[config.mk]
export PLATFORM = sky130hd
export DESIGN_NAME = clock_step_generator
export DESIGN_NICKNAME = d
export VERILOG_FILES = /design/src/rtl/clock_step_generator.sv
export SDC_FILE = /design/constraint.sdc
export NUM_CORES = 1
export LEC_CHECK = 0
export BUFFER_PORTS_ARGS = -buffer_cell sky130_fd_sc_hd__buf_4
export CORE_MARGIN = 2
export CORE_UTILIZATION = 54
export DETAILED_ROUTE_END_ITERATION = 6
export HOLD_SLACK_MARGIN = 0.02
export PLACE_DENSITY_LB_ADDON = 0.15
export SYNTH_ARGS = -nofsm -noshare
export SYNTH_HDL_FRONTEND = slang
export SYNTH_SLANG_ARGS = --single-unit
[constraint.sdc]
create_clock -name clk -period 2.1 [get_ports clk]
set_input_delay 0.525 -clock clk [delete_from_list [all_inputs] [get_ports clk]]
set_output_delay 0.525 -clock clk [all_outputs]
set_load 0.05 [all_outputs]
[src/rtl/clock_step_generator.sv]
// Clock source stage: free-running divided clock plus a debounced,
// fixed-width single-step pulse for the CPU clock selector.
module clock_step_generator #(
  parameter int DIV_WIDTH       = 16,
  parameter int DEBOUNCE_CYCLES = 1000,
  parameter int PULSE_CYCLES    = 4
) (
  input  logic                 clk,
  input  logic                 rst,
  input  logic [DIV_WIDTH-1:0] div_sel,
  input  logic                 run_en,
  input  logic                 step_btn,
  output logic                 clk_generator,
  output logic                 adv_clk,
  output logic                 step_busy
);

  localparam int DCNT_W = $clog2(DEBOUNCE_CYCLES + 1);
  localparam int PCNT_W = $clog2(PULSE_CYCLES + 1);
  localparam logic [DCNT_W-1:0] DCNT_LAST = DCNT_W'(DEBOUNCE_CYCLES - 1);
  localparam logic [PCNT_W-1:0] PCNT_LAST = PCNT_W'(PULSE_CYCLES - 1);

  localparam logic [1:0] IDLE         = 2'd0;
  localparam logic [1:0] PRESS_WAIT   = 2'd1;
  localparam logic [1:0] PULSE        = 2'd2;
  localparam logic [1:0] RELEASE_WAIT = 2'd3;

  logic [DIV_WIDTH-1:0] div_cnt_reg;
  logic [DIV_WIDTH-1:0] eff_m1;
  logic                 clk_gen_reg;

  logic                 sync_1_reg;
  logic                 sync_2_reg;

  logic [1:0]           state_reg, state_next;
  logic [DCNT_W-1:0]    dcnt_reg, dcnt_next;
  logic [PCNT_W-1:0]    pcnt_reg, pcnt_next;
  logic                 adv_reg, adv_next;
  logic                 busy_reg;

  // A zero half-period behaves like one so the divider never stalls.
  always_comb begin
    eff_m1 = (div_sel == '0) ? '0 : div_sel - 1'b1;
  end

  // The >= compare makes a reduced div_sel take effect on the very next edge.
  always_ff @(posedge clk or posedge rst) begin
    if (rst) begin
      div_cnt_reg <= '0;
      clk_gen_reg <= 1'b0;
    end else if (!run_en) begin
      div_cnt_reg <= '0;
      clk_gen_reg <= 1'b0;
    end else if (div_cnt_reg >= eff_m1) begin
      div_cnt_reg <= '0;
      clk_gen_reg <= ~clk_gen_reg;
    end else begin
      div_cnt_reg <= div_cnt_reg + 1'b1;
    end
  end

  always_ff @(posedge clk or posedge rst) begin
    if (rst) begin
      sync_1_reg <= 1'b0;
      sync_2_reg <= 1'b0;
    end else begin
      sync_1_reg <= step_btn;
      sync_2_reg <= sync_1_reg;
    end
  end

  always_comb begin
    state_next = state_reg;
    dcnt_next  = dcnt_reg;
    pcnt_next  = pcnt_reg;
    adv_next   = adv_reg;
    case (state_reg)
      IDLE: begin
        if (sync_2_reg) begin
          state_next = PRESS_WAIT;
          dcnt_next  = '0;
        end
      end
      PRESS_WAIT: begin
        if (!sync_2_reg) begin
          state_next = IDLE;
        end else if (dcnt_reg == DCNT_LAST) begin
          state_next = PULSE;
          adv_next   = 1'b1;
          pcnt_next  = '0;
        end else begin
          dcnt_next = dcnt_reg + 1'b1;
        end
      end
      PULSE: begin
        if (pcnt_reg == PCNT_LAST) begin
          state_next = RELEASE_WAIT;
          adv_next   = 1'b0;
          dcnt_next  = '0;
        end else begin
          pcnt_next = pcnt_reg + 1'b1;
        end
      end
      RELEASE_WAIT: begin
        // Any release bounce restarts the stability count.
        if (sync_2_reg) begin
          dcnt_next = '0;
        end else if (dcnt_reg == DCNT_LAST) begin
          state_next = IDLE;
        end else begin
          dcnt_next = dcnt_reg + 1'b1;
        end
      end
      default: begin
        state_next = IDLE;
        adv_next   = 1'b0;
      end
    endcase
  end

  always_ff @(posedge clk or posedge rst) begin
    if (rst) begin
      state_reg <= IDLE;
      dcnt_reg  <= '0;
      pcnt_reg  <= '0;
      adv_reg   <= 1'b0;
      busy_reg  <= 1'b0;
    end else begin
      state_reg <= state_next;
      dcnt_reg  <= dcnt_next;
      pcnt_reg  <= pcnt_next;
      adv_reg   <= adv_next;
      busy_reg  <= (state_next != IDLE);
    end
  end

  assign clk_generator = clk_gen_reg;
  assign adv_clk       = adv_reg;
  assign step_busy     = busy_reg;

endmodule

==> flow_summary.ini <==
[outcome]
status = finished, violations left
failed_checks = setup timing

[worst_setup_path]
cp-start-kind = input port
reg2reg_depth = 8
crit_start = div_sel[4]
crit-reg2reg-launch = div_cnt_reg[3]
crit_path_end_kind = register
cp_max_fo = 7
crit_arrival_ns = 3.05
cp.required_ns = 2.27
r2r_slack_ns = -0.15
reg2reg_to = clk_generator
critical_path_class = in2reg
crit_path_end = clk_generator

[place]
place_area_um2 = 2903
pre_cts_ws_ns = -1.093
io_buffers = 22
dp_hpwl_mm = 3.864
gp_congestion = 0.8039

[sta]
setup_viol = 17
finalCritPeriodShare_pct = 137.1
slew_viol_final = 0
tightest_slew_ns = 0.4630
skew_ns = 0.007368
rsz0062_at_grt = yes
layout_min_cycle_time_ns = 2.879
maxSlewHeadroom_pct = 69.02
worst_slack_ns = -0.7794
hold_viol = 0
max_freq_mhz = 347.3

[global_route]
grt_pass1_wl_mm = 9.439
grt_pass1_vias = 2091
grt_overflow = 0
grt_max_degree = 34
antenna_found_initial = 0
track_usage_pct = 22.95

[cts]
clock-sinks = 36
root_buffer = clkbuf_8
clockBufferDepth = 2
cts_htree_levels = 2
cts_tree = yes
clkTransAtPathRegs_ns = 0.08
numCtsBuffers = 5
worstSkewPairLatency_ns = 0.28

[pwr]
p_per_area_nw_per_um2 = 512.6
leakage_nw = 1.498
vdd.ir_drop.worst_uv = 573.9

[cells_and_area]
final_area_um2 = 3297
syn_to_final_growth_pct = 33.49
diodes = 0
nNetsFinal = 381
drive_above_1_share_pct = 30.59
multi_input_area_um2 = 1743
largest_reg_flops = 16
fillerInstances = 304
seq_area_um2 = 900.9

[die]
die_w_um = 71.63
die_area_um2 = 5131
die_h_um = 71.63
num_io_pins = 23
core-area_um2 = 4384
start_util_pct = 56.34
row_count = 24

[synthesis]
yosys_warnings = 0
yosysSeqAreaShare_pct = 36.47
synthesis.instances = 283
synth_area_per_cell_um2 = 8.727
synth-edff-count = 0
synthArstFlopShare_pct = 100.0
synth.net_count = 325
yosysUniqueCellTypes = 40
synth_seq_cells = 36
synth_ff_type = dfrtp_1
synth_area_um2 = 2470

[run]
drv_cap = 0

[route]
drc_errors = 0
post_drt_wl_per_cell_um = 14.54
num_vias = 2195
drtIter0Drc = 164
routed_wl_mm = 5.698
first_pass_iters = 4
antenna_left = 0
vias_per_cell = 5.599

[worst_hold_path]
hp-class = in2async
## worst max-delay path, cell delays in order
cell and delay, ns:
buf_4 0.12, or3_1 0.38, nor3_1 0.23, nand4b_1 0.23, buf_6 0.21, nand2_4 0.06, ha_4 0.14, nor2_4 0.03
or3_4 0.38, o221ai_2 0.19, a211o_1 0.24, mux2_4 0.31
## cells in the mapped netlist (3+ instances only)
master / number / area share, %
o21ai_0: 8 / 1.6
xor2_1: 22 / 7.8
nor3b_1: 3 / 0.91
clkbuf_1: 3 / 0.46
a21oi_1: 9 / 1.8
nor3_1: 8 / 1.6
nand2_1: 41 / 6.2
and4_1: 4 / 1.4
nor4_1: 3 / 0.76
nand2b_1: 4 / 1.0
dfrtp_1: 36 / 36
nand4_1: 6 / 1.5
xnor2_1: 12 / 4.3
a21o_1: 3 / 0.91
nor2_1: 41 / 6.2
a31oi_1: 4 / 1.0
or3_1: 3 / 0.76
ha_1: 22 / 11
nand3_1: 14 / 2.8
inv_1: 9 / 1.4
and3_1: 3 / 0.76
## metrics by stage
step	utilization [%]	std cells	setup TNS [ns]	hold slack, ns	total power, mW
after global routing	75.20	392	-14.05	0.1166	1.763
after detailed placement	66.21	379	-18.19	0.3464	1.060
after CTS	71.43	390	-12.27	0.1169	1.660
final	75.20	392	-12.31	0.1124	1.690
after global placement	66.21	379	-16.96	0.3328	1.053
after floorplan	-	283	-13.62	0.3312	0.9431
## layout by cell type, fill, tap and decap left out, drive strengths merged, types with 2 or more instances in the layout
master and instances:
o41ai 2, nor3 8, nor3b 3, and4 4
a211o 2, nand4 6, mux2 2, ha 22
dfrtp 36, a21o 3, buf 56, xnor2 12
nor2 41, nand2b 4, clkbuf 6, nor4 5
o21ai 8, nand2 41, nor2b 2, or3 3
nand3 14, a21oi 9, xor2 22, and3 3
a31oi 4, inv 9
## power breakdown
part           total, mW  switching, mW  internal (mW)  leakage [nW]
sequential         0.786         0.0563          0.729         0.486
combinational      0.308          0.158          0.149         0.956
clock              0.597          0.244          0.352        0.0552
total               1.69          0.459           1.23          1.50
## layout make-up
class	instances	share of cell area, %
sequential	36	27.32
tap	52	1.973
inverter	9	1.025
clock inverter	2	1.063
timing repair buffer	56	13.55
clock buffer	6	2.201
multi-input combinational	231	52.87
## worst min path at each step
stage / start / to / slack [ns]
finish: rst / div_cnt_reg[10] / 0.11
global placement: sync_1_reg / sync_2_reg / 0.33
CTS: rst / div_cnt_reg[8] / 0.12
floorplan: sync_1_reg / sync_2_reg / 0.33
detailed placement: sync_1_reg / sync_2_reg / 0.35
global route: rst / div_cnt_reg[10] / 0.12
## routing by layer
metal	vias to the layer above	track usage [%]	part of all wire (%)
li1	1099	-	-
met1	1055	32.31	47
met2	35	37.65	48
met3	6	4.782	3.9
met4	0	3.145	1.1
met5	-	0	0
## what timing repair did
item	CTS	global route
resized for setup	25	34
gates cloned	1	0
setup endpoints to repair	17	17
pin swaps	3	7
setup buffers	2	2
hold buffers	0	0
## cell families after synthesis
logic type,after synthesis,share of synthesized area [%]
and+or+nand+nor,139,27.20
DFF,36,36.47
xor gates and xnor gates,34,12.06
AOI/OAI and AO/OA,32,8.106
adders and majority gates,23,11.55
buffers and inverters,16,3.141
muxes,3,1.469
Note: power is estimated with default switching activity, not from simulation.
